$ cat config.mk
export PLATFORM = sky130hd
export DESIGN_NAME = tl_buffer_param
export DESIGN_NICKNAME = d
export VERILOG_FILES = /design/src/rtl/tl_buffer_param.sv
export SDC_FILE = /design/constraint.sdc
export NUM_CORES = 1
export LEC_CHECK = 0
export ABC_AREA = 1
export CAP_MARGIN = 0
export CORE_MARGIN = 3
export CORE_UTILIZATION = 43
export CTS_CLUSTER_DIAMETER = 150
export DETAILED_ROUTE_END_ITERATION = 6
export GPL_TIMING_DRIVEN = 0
export PLACE_DENSITY = 0.87
export SLEW_MARGIN = 25
export SYNTH_ARGS = -nofsm -noshare
export SYNTH_HDL_FRONTEND = slang
export SYNTH_SLANG_ARGS = --single-unit
export TNS_END_PERCENT = 10
$ cat constraint.sdc
create_clock -name clock -period 5.64 [get_ports clock]
set_clock_uncertainty 0.15 [all_clocks]
set_input_delay 1.128 -clock clock [delete_from_list [all_inputs] [get_ports clock]]
set_output_delay 1.128 -clock clock [all_outputs]
set_load 0.005 [all_outputs]
$ cat src/rtl/tl_buffer_param.sv
// Two-channel TL-UL buffer: independent circular FIFOs on A (client->manager)
// and D (manager->client), each with its own depth, flow-through and pipe mode.

module tl_buffer_param_fifo #(
  parameter int WIDTH = 8,
  parameter int DEPTH = 2,
  parameter int FLOW  = 0,
  parameter int PIPE  = 0,
  parameter int CW    = 2
) (
  input  logic             clock,
  input  logic             reset,
  input  logic             enqValid,
  output logic             enqReady,
  input  logic [WIDTH-1:0] enqData,
  output logic             deqValid,
  input  logic             deqReady,
  output logic [WIDTH-1:0] deqData,
  output logic [CW-1:0]    count
);

  if (DEPTH == 0) begin : gPass
    assign deqValid = enqValid;
    assign enqReady = deqReady;
    assign deqData  = enqData;
    assign count    = '0;

    logic unusedClockReset;
    assign unusedClockReset = clock ^ reset;
  end else begin : gFifo
    localparam int PW = (DEPTH > 1) ? $clog2(DEPTH) : 1;
    localparam logic [PW-1:0] LAST = PW'(DEPTH - 1);
    localparam logic [CW-1:0] FULL = CW'(DEPTH);

    logic [WIDTH-1:0] mem [DEPTH];
    logic [PW-1:0]    wp, rp;
    logic [CW-1:0]    cnt;
    logic             isEmpty, isFull, enqFire, deqFire, bypass, doWrite, doRead;

    assign isEmpty  = (cnt == '0);
    assign isFull   = (cnt == FULL);
    assign enqReady = !isFull || ((PIPE != 0) && deqReady);
    assign deqValid = !isEmpty || ((FLOW != 0) && enqValid);
    assign deqData  = ((FLOW != 0) && isEmpty) ? enqData : mem[rp];

    assign enqFire = enqValid && enqReady;
    assign deqFire = deqValid && deqReady;
    // An empty flow-through FIFO hands the beat straight across without storing it.
    assign bypass  = (FLOW != 0) && isEmpty && enqFire && deqFire;
    assign doWrite = enqFire && !bypass;
    assign doRead  = deqFire && !bypass;

    // NOTE: sequential state uses non-blocking assignments so every flop samples pre-edge values.
    always_ff @(posedge clock or negedge reset) begin
      if (!reset) begin
        wp  <= '0;
        rp  <= '0;
        cnt <= '0;
      end else begin
        if (doWrite) wp <= (wp == LAST) ? '0 : wp + 1'b1;
        if (doRead)  rp <= (rp == LAST) ? '0 : rp + 1'b1;
        if (doWrite && !doRead)      cnt <= cnt + 1'b1;
        else if (doRead && !doWrite) cnt <= cnt - 1'b1;
      end
    end

    // NOTE: payload storage has no reset; cnt gates every read, so stale contents are never seen.
    always_ff @(posedge clock) begin
      if (doWrite) mem[wp] <= enqData;
    end

    assign count = cnt;
  end

endmodule

module tl_buffer_param #(
  parameter int ADDR_W  = 36,
  parameter int DATA_W  = 64,
  parameter int SRC_W   = 3,
  parameter int A_DEPTH = 2,
  parameter int D_DEPTH = 2,
  parameter int A_FLOW  = 0,
  parameter int A_PIPE  = 0,
  parameter int D_FLOW  = 0,
  parameter int D_PIPE  = 0,
  localparam int CW_A   = (A_DEPTH < 1) ? 1 : $clog2(A_DEPTH + 1),
  localparam int CW_D   = (D_DEPTH < 1) ? 1 : $clog2(D_DEPTH + 1)
) (
  input  logic                clock,
  input  logic                reset,
  input  logic                in_a_valid,
  output logic                in_a_ready,
  input  logic [2:0]          in_a_opcode,
  input  logic [2:0]          in_a_size,
  input  logic [SRC_W-1:0]    in_a_source,
  input  logic [ADDR_W-1:0]   in_a_address,
  input  logic [DATA_W/8-1:0] in_a_mask,
  input  logic [DATA_W-1:0]   in_a_data,
  output logic                in_d_valid,
  input  logic                in_d_ready,
  output logic [2:0]          in_d_opcode,
  output logic [2:0]          in_d_size,
  output logic [SRC_W-1:0]    in_d_source,
  output logic [DATA_W-1:0]   in_d_data,
  output logic                out_a_valid,
  input  logic                out_a_ready,
  output logic [2:0]          out_a_opcode,
  output logic [2:0]          out_a_size,
  output logic [SRC_W-1:0]    out_a_source,
  output logic [ADDR_W-1:0]   out_a_address,
  output logic [DATA_W/8-1:0] out_a_mask,
  output logic [DATA_W-1:0]   out_a_data,
  input  logic                out_d_valid,
  output logic                out_d_ready,
  input  logic [2:0]          out_d_opcode,
  input  logic [2:0]          out_d_size,
  input  logic [SRC_W-1:0]    out_d_source,
  input  logic [DATA_W-1:0]   out_d_data,
  output logic [CW_A-1:0]     a_count,
  output logic [CW_D-1:0]     d_count,
  output logic                idle
);

  localparam int AW = 6 + SRC_W + ADDR_W + DATA_W / 8 + DATA_W;
  localparam int DW = 6 + SRC_W + DATA_W;

  logic [AW-1:0] aEnq, aDeq;
  logic [DW-1:0] dEnq, dDeq;

  assign aEnq = {in_a_opcode, in_a_size, in_a_source, in_a_address, in_a_mask, in_a_data};
  assign {out_a_opcode, out_a_size, out_a_source, out_a_address, out_a_mask, out_a_data} = aDeq;

  assign dEnq = {out_d_opcode, out_d_size, out_d_source, out_d_data};
  assign {in_d_opcode, in_d_size, in_d_source, in_d_data} = dDeq;

  tl_buffer_param_fifo #(
    .WIDTH(AW), .DEPTH(A_DEPTH), .FLOW(A_FLOW), .PIPE(A_PIPE), .CW(CW_A)
  ) aFifo (
    .clock    (clock),
    .reset    (reset),
    .enqValid (in_a_valid),
    .enqReady (in_a_ready),
    .enqData  (aEnq),
    .deqValid (out_a_valid),
    .deqReady (out_a_ready),
    .deqData  (aDeq),
    .count    (a_count)
  );

  tl_buffer_param_fifo #(
    .WIDTH(DW), .DEPTH(D_DEPTH), .FLOW(D_FLOW), .PIPE(D_PIPE), .CW(CW_D)
  ) dFifo (
    .clock    (clock),
    .reset    (reset),
    .enqValid (out_d_valid),
    .enqReady (out_d_ready),
    .enqData  (dEnq),
    .deqValid (in_d_valid),
    .deqReady (in_d_ready),
    .deqData  (dDeq),
    .count    (d_count)
  );

  assign idle = (a_count == '0) && (d_count == '0);

endmodule
=== Word-level counts from Yosys, hierarchy flattened ===
Memories as Yosys holds them, arrays and structs flattened.
Index checks and enable logic that the tools add are counted.

* Word-level logic and storage cells: 51
* Bits of input ports: 196
* Output and inout bits: 199
* Memories: 2
* Flip-flop bits (word level): 8
* Memory bits (writable): 380

{| class="wikitable"
|+ Memories
! memory !! words !! bits a word !! read ports !! clocked after Yosys merged registers in !! wr ports !! line !! RTL
|-
| aFifo.gFifo.mem || 2 || 117 || 1 || 0 || 1 || 35 || <nowiki>logic [WIDTH-1:0] mem [DEPTH];</nowiki>
|-
| dFifo.gFifo.mem || 2 || 73 || 1 || 0 || 1 || 35 ||
|}

* Mux-type cells: 12
* Equality and inequality tests: 2
* Reductions and logical operators: 21
* Add/subtract/negate cells: 8

{| class="wikitable"
|+ Operators by type and width
! operator !! count
|-
| 1-bit logical AND || 9
|-
| 1-bit zero test || 8
|-
| 1-bit 2-to-1 mux || 8
|-
| 2-bit 2-to-1 mux || 4
|-
| 1-bit adder, second input constant || 4
|-
| 2-bit by 1-bit adder with 2-bit output, second input constant || 2
|-
| 2-bit == test, second input constant || 2
|-
| 2-bit zero test || 2
|-
| 2-bit nonzero test || 2
|-
| 2-bit by 1-bit subtractor with 2-bit output, second input constant || 2
|}

=== Logic depth before layout (Yosys ltp) ===
Gate-level depths: netlist (run 1).

* Depth in word-level cells: 7
* Gate-level depth with buffers: 10
* Depth with buffers taken out: 10

=== Modules after synthesis ===
Synthesis (run 1) repeated with hierarchy kept, for this count alone.

* Cell total of the unflattened synthesis: 1056
* Area, all modules: 14249.9 um2

{| class="wikitable"
|+ Modules (own cells, without submodules)
! module !! seq. area each (um2) !! cells an instance !! times used !! area an instance (um2)
|-
| tl_buffer_param_fifo (aFifo) || 7126.8 || 639 || 1 || 8695.8
|-
| tl_buffer_param_fifo (dFifo) || 4484.3 || 410 || 1 || 5527.8
|-
| tl_buffer_param || 0.0 || 7 || 1 || 26.3
|}

=== Worst setup path after synthesis (run 1) ===
OpenSTA, ideal clock, no wires.

* Path kind: input -> register
* Start point: in in_a_valid
* End point: mem aFifo.gFifo.mem[0][0] in the netlist's numbering (enable)
* Setup time: 0.594 ns
* Required time: 4.896 ns
* Arrival time: 6.101 ns
* Path slack: -1.205 ns
* Cell stages on the path: 2
* Path buffers: 0
* Cells stage by stage: nand2_1 > nor2_1

* Longest elaborated chain between the ends: 3

{| class="wikitable"
|+ RTL lines
! item !! line !! RTL
|-
| start: declaration || 92 || <nowiki>input logic in_a_valid,</nowiki>
|-
| 1-bit logical AND || 46 || <nowiki>assign enqFire = enqValid && enqReady;</nowiki>
|-
| 1-bit 2-to-1 mux || 69 || <nowiki>if (doWrite) mem[wp] <= enqData;</nowiki>
|-
| 1-bit 2-to-1 mux (not written as such) || 69 ||
|-
| end: declaration || 35 ||
|}

No other way between the ends.

=== Final worst setup path (run 1) ===
* Start point: reg aFifo.gFifo.rp
* End point: out out_a_address[14]

* Longest elaborated chain between the ends: 1

{| class="wikitable"
|+ RTL lines
! item !! line !! RTL
|-
| start: declaration || 36 || <nowiki>logic [PW-1:0] wp, rp;</nowiki>
|-
| start signal: assignment || 61 || <nowiki>if (doRead) rp <= (rp == LAST) ? '0 : rp + 1'b1;</nowiki>
|-
| memory 2 x 117 bit || n/a ||
|-
| end: declaration || 111 || <nowiki>output logic [ADDR_W-1:0] out_a_address,</nowiki>
|}

No other way between the ends.

==> insert_results.sql, run 1 <==
INSERT INTO impl_metrics (metric_group, metric, value, unit) VALUES
('power', 'internal-power', '7.34', 'mW'),
('finish', 'leading_cell_types_in_the_layout_fill_and_taps_excluded', 'sky130_fd_sc_hd__nand2_1, sky130_fd_sc_hd__clkdlybuf4s50_1, sky130_fd_sc_hd__edfxtp_1', ''),
('sta', 'worst_slew_margin', '51.6', '%'),
('synthesis', 'distinct_cell_type_count_after_synthesis', '15', ''),
('die', 'dieWidth', '188', 'um'),
('power', 'sw_frac_of_total', '31.1', '%'),
('synthesis', 'post_syn_area', '14200', 'sq um'),
('synthesis', 'synth_seq_area_share', '81.8', '%'),
('worst_setup_path', 'worstPathArrival', '2.53', 'ns'),
('cts', 'cts_tree', 'yes', ''),
('finish', 'final_net_count', '1700', ''),
('worst_setup_path', 'critical_path_required', '4.36', 'ns'),
('finish', 'fin_util', '63.6', '%'),
('synthesis', 'syn-num-nets', '1248', ''),
('power', 'switchingPower', '3.31', 'mW'),
('drt', 'dr.first_iter.drc_count', '534', ''),
('power', 'part_of_the_power_in_registers', '38.5', '%'),
('cts', 'cts_hold_repair.buffers', '0', ''),
('synthesis', 'flops_latches_synth', '388', ''),
('power', 'irDropWorstVdd', '391', 'uV'),
('drt', 'drt_drc_violations_left', '0', ''),
('placed_design', 'place_ws', '1.93', 'ns'),
('cts', 'ctsLongestPathBuffers', '3', ''),
('finish', 'multiInputGateArea', '2360', 'sq um'),
('placed_design', 'port_buffers', '394', ''),
('die', 'die_area', '35200', 'sq um'),
('worst_setup_path', 'crit_path_start_kind', 'flop', ''),
('synthesis', 'mapped_avg_cell_area', '13.5', 'sq um'),
('synthesis', 'synthesis.yosys.warnings', '0', ''),
('power', 'p_comb_share', '37.7', '%'),
('grt', 'antenna_found_initial', '3', ''),
('sta', 'timing_max_transition_violations_final', '0', ''),
('cts', 'cts_setup_buffers', '0', ''),
('sta', 'max_clock_freq', '0.263', 'GHz'),
('drt', 'avgViaCountPerCell', '4.90', ''),
('sta', 'clock_period_minus_final_worst_setup_slack', '3.80', 'ns'),
('die', 'num_io_pins', '395', ''),
('placed_design', 'detailedPlacementHpwl', '27.7', 'mm'),
('cts', 'worstSkewPairLatency', '0.53', 'ns'),
('sta', 'setup_violations', '0', ''),
('grt', 'grt_first_pass_wirelength', '58.3', 'mm'),
('sta', 'post-route-worst-setup-slack', '1.84', 'ns'),
('worst_setup_path', 'critPathCaptureType', 'primary output', ''),
('cts', 'clk_transition_reported_paths', '0.06', 'ns'),
('drt', 'route.detailed.wl_per_inst', '19.3', 'um'),
('die', 'die-height', '188', 'um'),
('finish', 'post_route_cells_drive_above_1_share', '7.24', '%'),
('finish', 'fillCellCount', '2252', ''),
('drt', 'drt_first_pass_iters', '5', ''),
('job', 'maxCapViolCount', '0', ''),
('die', 'fp.coreArea', '32000', 'sq um'),
('placed_design', 'place.gp.congestion', '0.850', ''),
('finish', 'mostFrequentLayoutCell', 'sky130_fd_sc_hd__nand2_1', ''),
('grt', 'grt_start_max_net_pins', '26', ''),
('cts', 'cts_buffers', '40', ''),
('grt', 'overflow_left_after_global_routing', '0', ''),
('worst_setup_path', 'critical_path_fanout_max', '10', ''),
('cts', 'ctsHtreeMaxLevel', '2', ''),
('die', 'initial_core_util', '44.3', '%'),
('grt', 'grt_pass1_vias', '10200', ''),
('cts', 'cts_resized', '0', ''),
('finish', 'flow.area_growth_from_synthesis', '43.5', '%'),
('sta', 'post-route-period-util', '67.4', '%'),
('power', 'p_leak', '7.94', 'nW'),
('worst_setup_path', 'timing_worst_setup_path_type', 'flop to primary output', ''),
('drt', 'finalWirelength', '38.1', 'mm'),
('cts', 'cts_sinks', '388', ''),
('synthesis', 'synthCells', '1050', ''),
('grt', 'track_usage', '21.3', '%'),
('finish', 'n_antenna_cell', '0', ''),
('sta', 'worst-slew-pin-transition', '0.724', 'ns'),
('sta', 'final.hold.worst_slack', '0.376', 'ns'),
('sta', 'setup_repair_after_global_routing_missed_its_margin', 'false', ''),
('cts', 'clock-root-buffer', 'sky130_fd_sc_hd__clkbuf_16', ''),
('power', 'power_density', '523', 'nW/um^2'),
('outcome', 'outcome', 'completed', ''),
('power', 'power.share.clock', '23.7', '%'),
('min_path', 'hold_class', 'flop to flop', ''),
('finish', 'seqCellArea', '11600', 'sq um'),
('sta', 'timing.final.hold_violations', '0', ''),
('drt', 'vias', '9634', ''),
('die', 'std_cell_rows', '65', ''),
('drt', 'antenna_left', '0', '');
cells in the mapped netlist, drive strengths merged:
cell type    n  share of area [%]
clkbuf      11               0.29
edfxtp     380                 80
inv         14               0.37
dfrtp        8                1.4
nand2      590                 16
nand4        2              0.088
nand3        4               0.14
ha           2               0.18
xnor2        2               0.12
buf         30                1.2
nor2         5               0.13
xor2         2               0.12
worst paths after layout:
path / startpoint / to / slack, ns / cells past startpoint
worst max-delay path: aFifo.gFifo.rp / out_a_address[14] / 1.84 / 5
worst min-delay path: aFifo.count[0] / aFifo.count[0] / 0.38 / 1
worst max register to register: aFifo.count[0] / aFifo.gFifo.mem[0][53] / 2.97 / 8
worst min register to register: aFifo.count[0] / aFifo.count[0] / 0.38 / 1
max in group asynchronous: reset / aFifo.gFifo.wp / 4.30 / 1
min in group asynchronous: reset / aFifo.count[1] / 0.74 / 1
per-layer routing:
layer,GRT usage [%],wire length [um],vias to the layer above
met5,0,37,-
met4,6.49,1190,6
met3,8.45,4410,84
met2,38.1,19200,499
met1,23.3,13200,4583
li1,-,-,4462
power groups by stage:
stage | sequential (mW) | clock (mW) | combinational, mW
global placement | 4.31 | 0 | 3.70
finish | 4.11 | 2.53 | 4.02
CTS | 4.11 | 2.58 | 4.08
detailed placement | 4.16 | 0 | 4.05
floorplan | 4.23 | 0 | 1.48
global route | 4.16 | 2.70 | 4.36
registers in the layout, indices dropped and copies added, names as in the netlist:
name	cells
aFifo.gFifo.wp	1
dFifo.count	2
dFifo.gFifo.rp	1
dFifo.gFifo.wp	1
aFifo.count	2
dFifo.gFifo.mem	146
aFifo.gFifo.mem	234
aFifo.gFifo.rp	1
stage by stage:
stage	TNS (ns)	cell area, sq um	cells	power (mW)
floorplan	-281.96	14200	1050	5.71
global route	0	20400	1968	11.2
global placement	-1202.36	18700	1879	8.00
detailed placement	0	19100	1895	8.21
finish	0	20400	1968	10.7
CTS	0	20400	1968	10.8
cell families after synthesis:
family        synth area share, %
simple gates                 16.0
flops                        81.8
buf+inv                      1.87
xor+xnor                    0.247
fa+ha+maj                   0.176
layout make-up:
| cell class | instances | area share (%) |
|---|---|---|
| tap | 435 | 2.67 |
| sequential | 388 | 57.0 |
| timing repair buffer | 410 | 21.3 |
| clock buffer | 51 | 5.32 |
| inverter | 14 | 0.258 |
| clock inverter | 22 | 0.853 |
| multi-input combinational | 607 | 11.6 |
| buffer | 41 | 1.04 |
worst max-delay path, stage by stage, from the launching register on:
cell and delay (ns):
sky130_fd_sc_hd__dfrtp_1 0.39, sky130_fd_sc_hd__inv_2 0.22, sky130_fd_sc_hd__clkbuf_1 0.55, sky130_fd_sc_hd__nand2_1 0.12, sky130_fd_sc_hd__nand2_1 0.15, sky130_fd_sc_hd__clkdlybuf4s50_1 0.55
(Power assumes the default switching activity.)
==> run 2, diff against run 1 <==
--- a/config.mk
+++ b/config.mk
@@ -8,11 +8,11 @@
 export ABC_AREA = 1
 export CAP_MARGIN = 0
 export CORE_MARGIN = 3
-export CORE_UTILIZATION = 43
+export CORE_UTILIZATION = 48
 export CTS_CLUSTER_DIAMETER = 150
 export DETAILED_ROUTE_END_ITERATION = 6
 export GPL_TIMING_DRIVEN = 0
-export PLACE_DENSITY = 0.87
+export PLACE_DENSITY = 0.91
 export SLEW_MARGIN = 25
 export SYNTH_ARGS = -nofsm -noshare
 export SYNTH_HDL_FRONTEND = slang
==> constraint.sdc (replaced) <==
create_clock -name clock -period 3.8 [get_ports clock]
set_clock_uncertainty 0.15 [all_clocks]
set_input_delay 0.76 -clock clock [delete_from_list [all_inputs] [get_ports clock]]
set_output_delay 0.76 -clock clock [all_outputs]
set_load 0.005 [all_outputs]
==> insert_results.sql, run 2 (synthesized netlist as in run 1, its figures left out) <==
INSERT INTO impl_metrics (metric_group, metric, value, unit) VALUES
('cts', 'cts_resized', '0', ''),
('placed_design', 'detailedPlacementHpwl', '28.5', 'mm'),
('cts', 'clk_transition_reported_paths', '0.06', 'ns'),
('sta', 'final.hold.worst_slack', '0.370', 'ns'),
('drt', 'drt_drc_violations_left', '0', ''),
('cts', 'ctsLongestPathBuffers', '3', ''),
('sta', 'setup_violations', '0', ''),
('grt', 'track_usage', '25.2', '%'),
('placed_design', 'place.gp.congestion', '0.804', ''),
('worst_setup_path', 'worstPathArrival', '2.51', 'ns'),
('finish', 'flow.area_growth_from_synthesis', '43.2', '%'),
('sta', 'worst_slew_margin', '48.9', '%'),
('sta', 'worst-slew-pin-transition', '0.765', 'ns'),
('drt', 'vias', '10000', ''),
('cts', 'worstSkewPairLatency', '0.52', 'ns'),
('drt', 'antenna_left', '0', ''),
('finish', 'largest_registers', 'aFifo.gFifo.mem: 234 flops, dFifo.gFifo.mem: 146 flops', ''),
('grt', 'grt_pass1_vias', '10300', ''),
('die', 'fp.coreArea', '28900', 'sq um'),
('job', 'maxCapViolCount', '0', ''),
('worst_setup_path', 'timing_worst_setup_path_type', 'flop to primary output', ''),
('cts', 'cts_buffers', '40', ''),
('grt', 'grt_start_max_net_pins', '27', ''),
('finish', 'n_antenna_cell', '0', ''),
('power', 'irDropWorstVdd', '568', 'uV'),
('cts', 'cts_sinks', '388', ''),
('cts', 'cts_setup_buffers', '0', ''),
('finish', 'mostFrequentLayoutCell', 'sky130_fd_sc_hd__nand2_1', ''),
('finish', 'leading_cell_types_in_the_layout_fill_and_taps_excluded', 'sky130_fd_sc_hd__nand2_1, sky130_fd_sc_hd__clkdlybuf4s50_1, sky130_fd_sc_hd__edfxtp_1', ''),
('finish', 'register_containing_the_most_flip_flops_in_the_final_layout', 'aFifo.gFifo.mem', ''),
('power', 'power_density', '788', 'nW/um^2'),
('die', 'die-height', '178', 'um'),
('die', 'die_area', '31700', 'sq um'),
('cts', 'cts_hold_repair.buffers', '0', ''),
('placed_design', 'dpl-instance-area', '19000', 'sq um'),
('grt', 'grt_first_pass_wirelength', '60.2', 'mm'),
('sta', 'max_clock_freq', '0.293', 'GHz'),
('power', 'p_leak', '7.93', 'nW'),
('placed_design', 'port_buffers', '394', ''),
('worst_setup_path', 'critPathCaptureType', 'primary output', ''),
('die', 'initial_core_util', '49.1', '%'),
('die', 'num_io_pins', '395', ''),
('power', 'post-layout-total-power', '16.0', 'mW'),
('drt', 'dr.first_iter.drc_count', '724', ''),
('finish', 'fin_cells', '1917', ''),
('cts', 'cts_tree', 'yes', ''),
('grt', 'overflow_left_after_global_routing', '0', ''),
('worst_setup_path', 'critical_path_required', '2.89', 'ns'),
('outcome', 'outcome', 'completed', ''),
('sta', 'timing_max_transition_violations_final', '0', ''),
('drt', 'drt_first_pass_iters', '5', ''),
('die', 'std_cell_rows', '62', ''),
('sta', 'clock_period_minus_final_worst_setup_slack', '3.42', 'ns'),
('die', 'dieWidth', '178', 'um'),
('drt', 'route.detailed.wl_per_inst', '21.3', 'um'),
('grt', 'antenna_found_initial', '1', ''),
('sta', 'setup_repair_after_global_routing_missed_its_margin', 'false', ''),
('finish', 'post_route_cells_drive_above_1_share', '7.11', '%'),
('finish', 'final_net_count', '1700', ''),
('drt', 'avgViaCountPerCell', '5.23', ''),
('worst_setup_path', 'critical_path_fanout_max', '10', ''),
('worst_setup_path', 'crit_path_start_kind', 'flop', ''),
('sta', 'post-route-period-util', '89.9', '%'),
('cts', 'clock-root-buffer', 'sky130_fd_sc_hd__clkbuf_16', ''),
('drt', 'finalWirelength', '40.8', 'mm'),
('finish', 'largest_register_ff_count', '234', ''),
('sta', 'timing.final.hold_violations', '0', ''),
('cts', 'ctsHtreeMaxLevel', '2', ''),
('finish', 'final_design_area_no_fill', '20300', 'sq um'),
('placed_design', 'dp.cells', '1844', ''),
('min_path', 'hold_class', 'flop to flop', '');
run 2: cell count changes in the layout (fill, tap and decap cells not counted), sizes merged:
cell / delta
clkinvlp: +3
clkinv: -2
inv: -2
bufinv: +1
run 2: final cells by class:
type	count	area (sq um)
tap	384	480
fill	1685	8600
multi-input combinational	607	2360
buffer	41	213
inverter	14	52.6
clock buffer	51	1080
timing repair buffer	410	4330
sequential	388	11600
clock inverter	22	208
run 2: metrics by stage:
| stage | setup slack, ns | util (%) | TNS (ns) |
|---|---|---|---|
| final | 0.382 | 70.3 | 0 |
| after global routing | 0.179 | 70.3 | 0 |
| after global placement | -2.73 | 64.4 | -800.36 |
| after CTS | 0.239 | 70.3 | 0 |
| after detailed placement | 0.628 | 65.8 | 0 |
| after floorplan | -0.771 | - | -200.09 |
run 2: per-layer routing:
layer  part of all wire (%)  global-route usage, %  up-vias  wire length, um
met3                     12                   9.05      101             4920
li1                       -                      -     4463                -
met2                     52                   45.9      649            21100
met4                    3.3                   8.12        2             1340
met1                     33                   27.1     4803            13400
met5                  0.032                      0        -               13
run 2: final timing paths:
| path | slack (ns) | to | depth (start not counted) | start |
|---|---|---|---|---|
| setup / recovery | 0.38 | out_a_data[11] | 5 | aFifo.gFifo.rp |
| hold / removal | 0.37 | aFifo.count[0] | 1 | aFifo.count[0] |
| setup reg to reg | 1.31 | aFifo.gFifo.mem[1][55] | 7 | aFifo.count[0] |
| hold reg to reg | 0.37 | aFifo.count[0] | 1 | aFifo.count[0] |
| max in group asynchronous | 2.67 | dFifo.gFifo.wp | 1 | reset |
| min in group asynchronous | 0.45 | aFifo.gFifo.wp | 1 | reset |
run 2: power by group:
group          leakage [nW]  internal (mW)  switching (mW)
Clock                 0.617           2.24            1.61
Sequential             3.63           5.84           0.281
Combinational          3.68           2.89            3.16
run 2: worst max-delay path, stage by stage (launching register included):
cell and delay (ns):
sky130_fd_sc_hd__dfrtp_1 0.38, sky130_fd_sc_hd__inv_2 0.22, sky130_fd_sc_hd__clkbuf_1 0.55, sky130_fd_sc_hd__nand2_1 0.11
sky130_fd_sc_hd__nand2_1 0.09, sky130_fd_sc_hd__clkdlybuf4s50_1 0.62
==> run 3, diff against run 2 <==
--- a/config.mk
+++ b/config.mk
@@ -12,7 +12,8 @@
 export CTS_CLUSTER_DIAMETER = 150
 export DETAILED_ROUTE_END_ITERATION = 6
 export GPL_TIMING_DRIVEN = 0
-export PLACE_DENSITY = 0.91
+export MAX_ROUTING_LAYER = met4
+export PLACE_DENSITY_LB_ADDON = 0.1
 export SLEW_MARGIN = 25
 export SYNTH_ARGS = -nofsm -noshare
 export SYNTH_HDL_FRONTEND = slang
==> insert_results.sql, run 3 (synthesized netlist as in run 1, its figures left out) <==
INSERT INTO impl_metrics (metric_group, metric, value, unit) VALUES
('cts', 'cts_sinks', '388', ''),
('drt', 'avgViaCountPerCell', '4.81', ''),
('drt', 'drt_first_pass_iters', '4', ''),
('sta', 'timing_max_transition_violations_final', '0', ''),
('cts', 'cts_hold_repair.buffers', '0', ''),
('die', 'initial_core_util', '49.1', '%'),
('cts', 'clock-root-buffer', 'sky130_fd_sc_hd__clkbuf_16', ''),
('die', 'num_io_pins', '395', ''),
('cts', 'cts_buffers', '40', ''),
('die', 'std_cell_rows', '62', ''),
('cts', 'clk_transition_reported_paths', '0.06', 'ns'),
('sta', 'worst_slew_margin', '52.4', '%'),
('job', 'maxCapViolCount', '0', ''),
('worst_setup_path', 'timing_worst_setup_path_type', 'flop to primary output', ''),
('sta', 'final.hold.worst_slack', '0.387', 'ns'),
('worst_setup_path', 'crit_path_frequent_cell', 'sky130_fd_sc_hd__nand2_1', ''),
('finish', 'fillCellCount', '1966', ''),
('placed_design', 'place.gp.congestion', '0.763', ''),
('cts', 'ctsHtreeMaxLevel', '2', ''),
('cts', 'cts_tree', 'yes', ''),
('worst_setup_path', 'critical_path.n_buffers_inverters', '3', ''),
('cts', 'worstSkewPairLatency', '0.51', 'ns'),
('worst_setup_path', 'cp_slowest_stage_delay', '0.61', 'ns'),
('drt', 'route.detailed.wl_per_inst', '18.1', 'um'),
('drt', 'vias', '9235', ''),
('cts', 'cts_resized', '0', ''),
('placed_design', 'port_buffers', '394', ''),
('power', 'p_leak', '7.96', 'nW'),
('finish', 'final_net_count', '1703', ''),
('worst_setup_path', 'critPathCaptureType', 'primary output', ''),
('drt', 'antenna_left', '0', ''),
('sta', 'max_clock_freq', '0.311', 'GHz'),
('grt', 'grt_pass1_vias', '9516', ''),
('finish', 'fin_util', '70.5', '%'),
('worst_setup_path', 'critical_path_fanout_max', '10', ''),
('finish', 'leading_cell_types_in_the_layout_fill_and_taps_excluded', 'sky130_fd_sc_hd__nand2_1, sky130_fd_sc_hd__clkdlybuf4s50_1, sky130_fd_sc_hd__edfxtp_1', ''),
('sta', 'post-route-period-util', '84.5', '%'),
('worst_setup_path', 'critical_path_required', '2.89', 'ns'),
('die', 'die_area', '31700', 'sq um'),
('worst_setup_path', 'worstPathArrival', '2.30', 'ns'),
('finish', 'post_route_cells_drive_above_1_share', '6.72', '%'),
('power', 'irDropWorstVdd', '520', 'uV'),
('worst_setup_path', 'cpMaxStageDelayCell', 'sky130_fd_sc_hd__clkdlybuf4s50_1', ''),
('worst_setup_path', 'crit_chain', 'inv_2 -> clkbuf_1 -> nand2_1 -> nand2_1 -> clkdlybuf4s50_1', ''),
('finish', 'register_containing_the_most_flip_flops_in_the_final_layout', 'aFifo.gFifo.mem', ''),
('sta', 'setup_violations', '0', ''),
('sta', 'worst-slew-pin-transition', '0.713', 'ns'),
('sta', 'clock_period_minus_final_worst_setup_slack', '3.21', 'ns'),
('cts', 'cts_setup_buffers', '0', ''),
('worst_setup_path', 'cell_family_with_the_largest_share_of_critical_path_delay', 'buffers and inverters', ''),
('min_path', 'hold_class', 'flop to flop', ''),
('sta', 'timing.final.hold_violations', '0', ''),
('die', 'fp.coreArea', '28900', 'sq um'),
('die', 'dieWidth', '178', 'um'),
('grt', 'overflow_left_after_global_routing', '0', ''),
('drt', 'drt_drc_violations_left', '0', ''),
('grt', 'antenna_found_initial', '4', ''),
('cts', 'ctsLongestPathBuffers', '3', ''),
('power', 'power_density', '767', 'nW/um^2'),
('grt', 'grt_first_pass_wirelength', '51.1', 'mm'),
('die', 'die-height', '178', 'um'),
('drt', 'dr.first_iter.drc_count', '528', ''),
('worst_setup_path', 'crit_path_start_kind', 'flop', ''),
('grt', 'grt_start_max_net_pins', '25', ''),
('placed_design', 'detailedPlacementHpwl', '25.1', 'mm'),
('drt', 'finalWirelength', '34.7', 'mm'),
('outcome', 'outcome', 'completed', ''),
('finish', 'largest_registers', 'aFifo.gFifo.mem: 234 flops, dFifo.gFifo.mem: 146 flops', ''),
('finish', 'mostFrequentLayoutCell', 'sky130_fd_sc_hd__nand2_1', ''),
('sta', 'setup_repair_after_global_routing_missed_its_margin', 'false', ''),
('finish', 'largest_register_ff_count', '234', ''),
('finish', 'flow.area_growth_from_synthesis', '43.6', '%'),
('grt', 'track_usage', '21.9', '%');
run 3: worst register-to-register path: cells and delay by family, from the launching register on:
family | cells | cell delay (ns)
AND/OR/NAND/NOR | 3 | 0.81
buffers and inverters | 5 | 0.84
flip-flops | 1 | 0.41
run 3: worst paths after layout:
check | from | end | cells past startpoint | slack [ns]
max | aFifo.gFifo.rp | out_a_data[8] | 5 | 0.59
min | aFifo.count[1] | aFifo.count[1] | 2 | 0.39
max reg2reg | aFifo.count[0] | aFifo.gFifo.mem[1][66] | 8 | 1.28
min reg2reg | aFifo.count[1] | aFifo.count[1] | 2 | 0.39
max in group asynchronous | reset | aFifo.gFifo.rp | 1 | 2.79
min in group asynchronous | reset | dFifo.count[1] | 1 | 0.41
run 3: metal layers:
metal / GRT usage [%] / vias up / routed length, um
met5: - / - / 0
met4: 8.54 / 0 / 1240
met3: 8.71 / 73 / 3740
met2: 37.2 / 333 / 17600
met1: 23.0 / 4362 / 12100
li1: - / 4467 / -
run 3: power breakdown:
part / internal [mW] / switching, mW / total (mW)
sequential: 5.84 / 0.236 / 6.07
combinational: 2.97 / 2.95 / 5.92
clock: 2.16 / 1.48 / 3.64
total: 11.0 / 4.66 / 15.6
run 3: cell type report:
type,count,area (sq um),area share [%]
sequential,388,11600,56.9
timing repair buffer,413,4450,21.8
multi-input combinational,607,2360,11.6
clock buffer,50,1060,5.20
tap,384,480,2.36
buffer,41,213,1.04
clock inverter,19,156,0.767
inverter,14,52.6,0.258
antenna,5,12.5,0.0614
run 3: metrics by stage:
step	power, mW	setup slack [ns]	std cells	instance area [sq um]	setup TNS (ns)
6_report	15.6	0.588	1921	20400	0
5_1_grt	16.5	0.409	1920	20400	0
4_1_cts	15.9	0.505	1916	20400	0
3_5_place_dp	12.2	0.580	1847	19200	0
3_3_place_gp	11.8	-3.06	1828	18600	-902.50
2_1_floorplan	8.40	-0.771	1050	14200	-200.09
